### config.mk
export PLATFORM = sky130hd
export DESIGN_NAME = dmem_arbiter
export DESIGN_NICKNAME = d
export VERILOG_FILES = /design/src/rtl/dmem_arbiter.sv
export SDC_FILE = /design/constraint.sdc
export NUM_CORES = 1
export LEC_CHECK = 0
export ABC_AREA = 1
export BUFFER_PORTS_ARGS = -buffer_cell sky130_fd_sc_hd__buf_2
export CORE_MARGIN = 3
export CORE_UTILIZATION = 32
export DETAILED_ROUTE_END_ITERATION = 8
export GPL_TIMING_DRIVEN = 0
export PLACE_DENSITY = 0.81
export SLEW_MARGIN = 40
export SYNTH_ARGS = -nofsm -noshare
export SYNTH_HDL_FRONTEND = slang
export SYNTH_SLANG_ARGS = --single-unit
### constraint.sdc
create_clock -name clk -period 1.93 [get_ports clk]
set_input_delay 0.579 -clock clk [delete_from_list [all_inputs] [get_ports clk]]
set_output_delay 0.579 -clock clk [all_outputs]
set_load 0.1 [all_outputs]
### src/rtl/dmem_arbiter.sv
// Data-memory arbiter between the CPU datapath and a loader/debug port.
// Single shared synchronous RAM port; CPU has priority with bounded loader starvation.
`timescale 1ns/1ps
module dmem_arbiter #(
    parameter int LDR_MAX_WAIT = 4
) (
    input  logic        clk,
    input  logic        rst,
    input  logic        cpu_req,
    input  logic        cpu_we,
    input  logic [7:0]  cpu_addr,
    input  logic [15:0] cpu_wdata,
    output logic        cpu_gnt,
    output logic        cpu_rvalid,
    output logic [15:0] cpu_rdata,
    input  logic        ldr_req,
    input  logic        ldr_we,
    input  logic [7:0]  ldr_addr,
    input  logic [15:0] ldr_wdata,
    output logic        ldr_gnt,
    output logic        ldr_rvalid,
    output logic [15:0] ldr_rdata,
    output logic        mem_en,
    output logic        mem_we,
    output logic [7:0]  mem_addr,
    output logic [15:0] mem_wdata,
    input  logic [15:0] mem_rdata,
    output logic        cpu_stall
);

    localparam logic [1:0] ST_IDLE   = 2'd0;
    localparam logic [1:0] ST_RD_CPU = 2'd1;
    localparam logic [1:0] ST_RD_LDR = 2'd2;
    localparam logic [3:0] MAX_WAIT  = 4'(LDR_MAX_WAIT);

    logic [1:0] r_state;
    logic [1:0] w_state_next;
    logic [3:0] r_wait_cnt;
    logic [3:0] w_wait_next;
    logic       w_ldr_win;
    logic       w_cpu_gnt;
    logic       w_ldr_gnt;

    // Grants are gated by rst so every output is quiet while reset is held.
    assign w_ldr_win = ldr_req & (~cpu_req | (r_wait_cnt == MAX_WAIT));
    assign w_ldr_gnt = rst & w_ldr_win;
    assign w_cpu_gnt = rst & cpu_req & ~w_ldr_win;

    assign cpu_gnt   = w_cpu_gnt;
    assign ldr_gnt   = w_ldr_gnt;
    assign cpu_stall = rst & cpu_req & ~w_cpu_gnt;

    always_comb begin
        mem_en    = 1'b0;
        mem_we    = 1'b0;
        mem_addr  = 8'h00;
        mem_wdata = 16'h0000;
        if (w_cpu_gnt) begin
            mem_en    = 1'b1;
            mem_we    = cpu_we;
            mem_addr  = cpu_addr;
            mem_wdata = cpu_wdata;
        end else if (w_ldr_gnt) begin
            mem_en    = 1'b1;
            mem_we    = ldr_we;
            mem_addr  = ldr_addr;
            mem_wdata = ldr_wdata;
        end
    end

    always_comb begin
        w_wait_next = 4'd0;
        if (ldr_req && !w_ldr_gnt) begin
            w_wait_next = (r_wait_cnt >= MAX_WAIT) ? MAX_WAIT : r_wait_cnt + 4'd1;
        end
    end

    // The read owner is decided afresh every cycle, so back-to-back reads chain naturally.
    always_comb begin
        w_state_next = ST_IDLE;
        if (w_cpu_gnt && !cpu_we) begin
            w_state_next = ST_RD_CPU;
        end else if (w_ldr_gnt && !ldr_we) begin
            w_state_next = ST_RD_LDR;
        end
    end

    always_ff @(posedge clk or negedge rst) begin
        if (!rst) begin
            r_state    <= ST_IDLE;
            r_wait_cnt <= 4'd0;
        end else begin
            r_state    <= w_state_next;
            r_wait_cnt <= w_wait_next;
        end
    end

    assign cpu_rvalid = (r_state == ST_RD_CPU);
    assign ldr_rvalid = (r_state == ST_RD_LDR);
    assign cpu_rdata  = cpu_rvalid ? mem_rdata : 16'h0000;
    assign ldr_rdata  = ldr_rvalid ? mem_rdata : 16'h0000;

endmodule

==> reports/results.txt, run 1 <==
Synth top cells by count -> nor2_1, nand2_1, nand4_1
Syn Area/Cell -> 5.91 um^2
setup bufs post-CTS -> 12
# rows -> 20
Yosys top cell by area -> nand4_1
post-synthesis cell type count -> 18
die width -> 62.9 um
post-synth top area share -> 15.1%
Die Y -> 62.9 um
post-synthesis cell count -> 175
TritonCTS buffer count -> 3
cts hold-fix bufs -> 0
synth warn -> 0
IO buf count -> 131
clk root buf -> clkbuf_4
number of enable flip-flop cells after synthesis -> 0
prevailing post-synth register cell -> dfrtp_1
Fail Step -> clock tree synthesis (4_1_cts)
ranking of synthesized cells by area -> nand4_1, dfrtp_1, nor2_1
Yosys reg bits -> 6
Initial Util -> 33.6%
ys async rst share -> 100%
cts repair resizes -> 207
H-tree levels -> 1
clock buffer depth -> 2
status -> did not finish
net count after synthesis -> 247
Sink Count -> 6
I/O Pins -> 133
top-count cell post-synth -> nor2_1
Placed Cells -> 350
mapped cell area -> 1030 um^2
Seq/Total Area, Yosys -> 14.5%
GP Congestion -> 0.830
First Error -> [ERROR DPL-0038] Utilization greater than 100%, impossible to legalize
Detail Placement HPWL -> 3630 um
[stage by stage]
step           hold WS [ns]  worst slack [ns]  setup TNS (ns)  util, %  cell area (um^2)
3_5_place_dp          0.418            -0.533          -18.25     74.2              2280
3_3_place_gp          0.415            -0.527          -17.80     74.2              2280
2_1_floorplan         0.283            -0.428           -8.98        -              1570
[cells by family after synthesis]
family / after synthesis / synth area share, %
simple gates: 127 / 63.6
buf+inv: 39 / 19.1
flops: 6 / 14.5
fa+ha+maj: 2 / 2.42
other cells: 1 / 0.362
==> run 2, diff against run 1 <==
CORE_UTILIZATION = 20   (was 32)
PLACE_DENSITY = not set   (was 0.81)
PLACE_DENSITY_LB_ADDON = 0.15   (was not set)
==> reports/results.txt, run 2 <==
delay-heaviest family, CP -> simple AND/OR/NAND/NOR gates
ys async rst share -> 100%
CP bufs+invs -> 3
IO buf count -> 131
Synth top cells by count -> nor2_1, nand2_1, nand4_1
global-route wire length before repair -> 8320 um
post-synth top area share -> 15.1%
die width -> 77.9 um
Clock Skew -> 0.00123 ns
Detail Placement HPWL -> 3710 um
TritonCTS buffer count -> 3
crit end category -> output port
Yosys reg bits -> 6
DRC violations left -> 0
maximum vdd drop -> 0.450 mV
Seq/Total Area, Yosys -> 14.5%
leakage power -> 1.62 nW
mapped cell area -> 1030 um^2
total number of vias -> 1852
DR pass1 iterations -> 4
GRT Overall Usage -> 16.4%
WL per Instance -> 14.0 um
H-tree levels -> 1
clk slew on worst S/H paths -> 0.04 ns
post-synthesis cell type count -> 18
ranking of synthesized cells by area -> nand4_1, dfrtp_1, nor2_1
Final Max Slew Viols -> 0
Core Util, Final -> 72.9%
Most flops, register -> r_wait_cnt
fraction of layout cells with a size suffix above 1 -> 82.0%
First DRT Iteration DRCs -> 20
RSZ-0062 raised after global routing -> yes
# rows -> 25
die area -> 6070 um^2
clock buffer depth -> 2
vias per cell -> 4.57
Critical Path AT -> 1.64 ns
Max Cap Viol -> 0
largest net degree at the start of global routing -> 12
CP peak stage delay -> 0.38 ns
top-count cell post-synth -> nor2_1
commonest non-fill, non-tap cell in the layout -> buf_2
status -> complete, but fails checks
Initial Util -> 21.3%
Max Fclk -> 451 MHz
pwr/cell area -> 392 nW/um^2
initial antenna violation count -> 0
vias in the first global route -> 1826
cts hold-fix bufs -> 0
synth warn -> 0
max FFs per register -> 4
Clk Latency, worst-skew pair -> 0.22 ns
clk root buf -> clkbuf_8
Sink Count -> 6
Placeable Area -> 4850 um^2
failing checks -> setup timing
Yosys top cell by area -> nand4_1
hold_ws -> 0.166 ns
number of enable flip-flop cells after synthesis -> 0
prevailing post-synth register cell -> dfrtp_1
CP max-delay cell -> dfrtp_1
HP Class -> input pin to asynchronous set/reset pin
worst slack, placed -> -0.565 ns
Total Neg Setup Slack -> -6.89 ns
TritonCTS clock tree -> built
minimum clock period -> 2.22 ns
Area Growth Syn to Fin -> 241%
final period utilization -> 115%
GP Congestion -> 0.758
Die Y -> 77.9 um
final WL -> 5670 um
critical-path cell list -> inv_2 -> ha_4 -> nand3_4 -> nand2_8 -> nand2_8 -> clkbuf_16 -> nand3_2 -> nand2_4 -> buf_12
post-synthesis cell count -> 175
crit path max fanout -> 6
Net count, final -> 412
final worst setup slack -> -0.286 ns
final setup vio count -> 29
commonest non-fill, non-tap cells in the layout -> buf_2, buf_12, nor2_4
CP Data Required Time -> 1.35 ns
I/O Pins -> 133
Critical Path Source Type -> flip-flop
Final Hold Fails -> 0
WS Path Type -> flip-flop to output port
Crit path top cell by count -> nand2_8
top flop regs -> r_wait_cnt (4), r_state (2)
Filler cells -> 341
antenna-violating nets left -> 0
ANT cells -> 0
total gr overflow -> 0
net count after synthesis -> 247
Syn Area/Cell -> 5.91 um^2
[run 2: cell counts after synthesis]
No cell type changed its count.
[run 2: layout make-up]
| class | instances | area [um^2] | share of cell area, % |
|---|---|---|---|
| Sequential cell | 6 | 151 | 4.29 |
| Inverter | 25 | 119 | 3.37 |
| Multi-Input combinational cell | 132 | 1330 | 37.5 |
| Tap cell | 67 | 83.8 | 2.37 |
| Timing Repair Buffer | 158 | 1620 | 45.8 |
| Clock buffer | 3 | 41.3 | 1.17 |
| Buffer | 14 | 194 | 5.49 |
[run 2: power by group]
part	leakage, nW	switching (W)	total [W]	internal (W)
clock	0.0216	0.0000518	0.000186	0.000134
combinational	1.52	0.000674	0.00106	0.000388
sequential	0.0775	0.00000496	0.000137	0.000132
total	1.62	0.000731	0.00139	0.000655
[run 2: path summary, 6_finish.rpt]
check,startpoint,endpoint,slack (ns),depth (start not counted)
min,rst,r_state[1]$_DFF_PN0_,0.17,1
min in group clk,ldr_we,r_state[1]$_DFF_PN0_,0.53,2
max,r_wait_cnt[0]$_DFF_PN0_,mem_wdata[4],-0.29,9
min reg2reg,r_wait_cnt[3]$_DFF_PN0_,r_wait_cnt[2]$_DFF_PN0_,0.56,2
max reg2reg,r_wait_cnt[0]$_DFF_PN0_,r_wait_cnt[2]$_DFF_PN0_,0.61,8
max in group asynchronous,rst,r_state[0]$_DFF_PN0_,1.63,1
[run 2: cell families after synthesis]
kind of cell	share of synthesized area, %
other cells	0.362
simple gates	63.6
buf+inv	19.1
fa+ha+maj	2.42
flops	14.5
[run 2: timing repair]
action	in CTS	in global routing
endpoints found under the hold margin	0	0
setup buffers	12	11
resized for setup	206	29
cloned	2	4
endpoints found under the setup margin	62	45
pin swaps	8	14
[run 2: stage by stage]
step	total power, W	instances	instance area, um^2
finish	0.00139	405	3530
global route	0.00144	405	3530
CTS	0.00132	390	3220
detailed placement	0.000913	373	2310
global placement	0.000910	373	2310
floorplan	0.000757	175	1570
[run 2: layer usage]
layer  vias to the layer above  routed length (um)  part of all wire (%)  global-route usage (%)
met4                         0                  71                   1.3                    3.32
li1                        899                   -                     -                       -
met1                       847                2080                    37                    19.0
met2                       100                3100                    55                    30.8
met5                         -                   0                     0                       0
met3                         6                 419                   7.4                    3.36
No activity file was read; power rests on OpenSTA's default activity.
==> run 3, diff against run 2 <==
ABC_AREA = 0   (was 1)
==> reports/results.txt, run 3 <==
pwr/cell area -> 460 nW/um^2
Net Switching -> 0.000629 W
status -> complete, but fails checks
Max Fclk -> 407 MHz
Sink Count -> 6
ANT cells -> 0
prevailing post-synth register cell -> dfrtp_1
initial antenna violation count -> 0
antenna-violating nets left -> 0
failing checks -> setup timing
ys async rst share -> 100%
Final Max Slew Viols -> 0
total gr overflow -> 0
Critical Path AT -> 1.88 ns
net count after synthesis -> 165
Max Cap Viol -> 0
global route hottest layer -> met2
TritonCTS clock tree -> built
minimum clock period -> 2.46 ns
final WL -> 4840 um
Detail Placement HPWL -> 2930 um
# rows -> 21
worst slack, placed -> -0.623 ns
First DRT Iteration DRCs -> 33
top flop regs -> r_wait_cnt (4), r_state (2)
leakage power -> 1.39 nW
Initial Util -> 21.8%
top-count cell post-synth -> and2_1
switching share of power -> 50.1%
DR pass1 iterations -> 5
clock power share -> 15.1%
I/O Pins -> 133
cts hold-fix bufs -> 0
clk root buf -> clkbuf_8
DRC violations left -> 0
Clock Skew -> 0.00129 ns
vias in the first global route -> 1426
global-route wire length before repair -> 6710 um
met2 global-route usage -> 36.2%
total number of vias -> 1310
number of enable flip-flop cells after synthesis -> 0
Yosys top cell by area -> a22o_1
Cell Int Power -> 0.000627 W
clock buffer depth -> 2
die width -> 67.7 um
hold_ws -> 0.192 ns
GRT Overall Usage -> 19.2%
Seq/Total Area, Yosys -> 19.7%
final setup vio count -> 28
commonest non-fill, non-tap cell in the layout -> buf_2
sequential share of power -> 11.0%
Filler cells -> 216
Clk Latency, worst-skew pair -> 0.22 ns
ranking of synthesized cells by area -> a22o_1, and2_1, dfrtp_1
Placeable Area -> 3490 um^2
mapped cell area -> 761 um^2
Most flops, register -> r_wait_cnt
post-synth top area share -> 28.8%
Area Growth Syn to Fin -> 259%
HP Class -> input pin to asynchronous set/reset pin
WS Path Type -> flip-flop to output port
crit path max fanout -> 10
Final Hold Fails -> 0
largest net degree at the start of global routing -> 11
post-synthesis cell type count -> 17
max FFs per register -> 4
Syn Area/Cell -> 8.18 um^2
die area -> 4580 um^2
Post-Place Cell Area -> 1810 um^2
fraction of layout cells with a size suffix above 1 -> 91.2%
clk slew on worst S/H paths -> 0.04 ns
TritonCTS buffer count -> 3
routing usage on met3 -> 5.82%
final worst setup slack -> -0.528 ns
maximum vdd drop -> 0.272 mV
vias per cell -> 4.60
IO buf count -> 132
Total Neg Setup Slack -> -13.89 ns
GP Congestion -> 0.688
final period utilization -> 127%
CP Data Required Time -> 1.35 ns
Net count, final -> 313
RSZ-0062 raised after global routing -> yes
synth warn -> 0
crit end category -> output port
Die Y -> 67.7 um
commonest non-fill, non-tap cells in the layout -> buf_2, buf_12, a22o_4
Yosys reg bits -> 6
Synth top cells by count -> and2_1, a22o_1, dfrtp_1
Critical Path Source Type -> flip-flop
H-tree levels -> 1
post-synthesis cell count -> 93
combinational share of power -> 74.0%
Finished Cell Area -> 2730 um^2
WL per Instance -> 17.0 um
met1 usage -> 20.8%
==> run 3: cell types whose count changed in the layout (fill, tap and decap cells not counted), moves of 14 or more <==
cell     previous run  this run
and2_4              0        18
buf_4              23         9
nand2_4            25         0
inv_1              18         1
nand3_2            17         0
nand4_1            25         0
a22o_4              0        24
and2_2              0        15
nor2_4             34         0
==> run 3: timing repair <==
| action | CTS | global route |
|---|---|---|
| gates resized for setup | 174 | 41 |
| endpoints found under the setup margin | 62 | 59 |
| cloned | 0 | 1 |
| buffers inserted | 9 | 1 |
| hold endpoints to repair | 0 | 0 |
| pin swaps | 2 | 10 |
==> run 3: layout make-up <==
| type | count | area, um^2 | share of cell area (%) |
|---|---|---|---|
| flip-flops and latches | 6 | 150 | 5.49 |
| well taps | 46 | 57.6 | 2.11 |
| inverters | 3 | 11.3 | 0.412 |
| multi-input cells | 76 | 857 | 31.4 |
| clock buffers | 3 | 41.3 | 1.51 |
| plain buffers | 8 | 129 | 4.72 |
| repair buffers | 143 | 1490 | 54.4 |
==> run 3: power groups by stage <==
stage / clock, W / combinational (W) / sequential, W
5_1_grt: 0.000195 / 0.000958 / 0.000139
2_1_floorplan: 0 / 0.000564 / 0.000137
6_report: 0.000189 / 0.000929 / 0.000138
3_3_place_gp: 0 / 0.000704 / 0.000138
3_5_place_dp: 0 / 0.000705 / 0.000138
4_1_cts: 0.000190 / 0.000890 / 0.000138
==> run 3: through the flow <==
stage | util (%) | cells | power (W)
3_3_place_gp | 51.8 | 271 | 0.000842
2_1_floorplan | - | 93 | 0.000701
6_report | 78.2 | 285 | 0.00126
3_5_place_dp | 51.8 | 271 | 0.000844
4_1_cts | 72.8 | 283 | 0.00122
5_1_grt | 78.2 | 285 | 0.00129
==> run 3: worst paths after layout <==
check,end,cells past startpoint,from,slack (ns)
worst min register to register,r_wait_cnt[0]$_DFF_PN0_,1,r_wait_cnt[3]$_DFF_PN0_,0.49
worst max-delay path,mem_wdata[7],8,r_wait_cnt[0]$_DFF_PN0_,-0.53
max in group asynchronous,r_wait_cnt[3]$_DFF_PN0_,1,rst,1.57
worst max register to register,r_state[1]$_DFF_PN0_,8,r_wait_cnt[0]$_DFF_PN0_,0.34
min in group clk,r_wait_cnt[0]$_DFF_PN0_,1,r_wait_cnt[3]$_DFF_PN0_,0.49
worst min-delay path,r_wait_cnt[0]$_DFF_PN0_,1,rst,0.19
==> run 3: worst max-delay path, stage by stage, from the launching register on <==
cell and delay, ns:
dfrtp_1 0.38, inv_2 0.08, ha_4 0.12, nand3b_1 0.11, o211a_1 0.24, buf_6 0.15
buf_12 0.15, a22o_4 0.25, buf_12 0.16
==> run 3: cell families (layout without fill, tap and decap cells) <==
| kind of cell | Yosys count | in the layout | share of synthesized area [%] |
|---|---|---|---|
| other | 1 | 1 | 0.493 |
| AND/OR/NAND/NOR | 45 | 45 | 35.9 |
| buffers and inverters | 11 | 157 | 8.88 |
| adder cells (fa/ha/maj) | 2 | 2 | 3.29 |
| flip-flops | 6 | 6 | 19.7 |
| AO/OA/AOI/OAI | 28 | 28 | 31.7 |
==> run 3: per-layer routing <==
layer	wire [um]	part of all wire (%)
met5	0	0
met4	14	0.29
met3	488	10
met2	2750	57
met1	1580	33
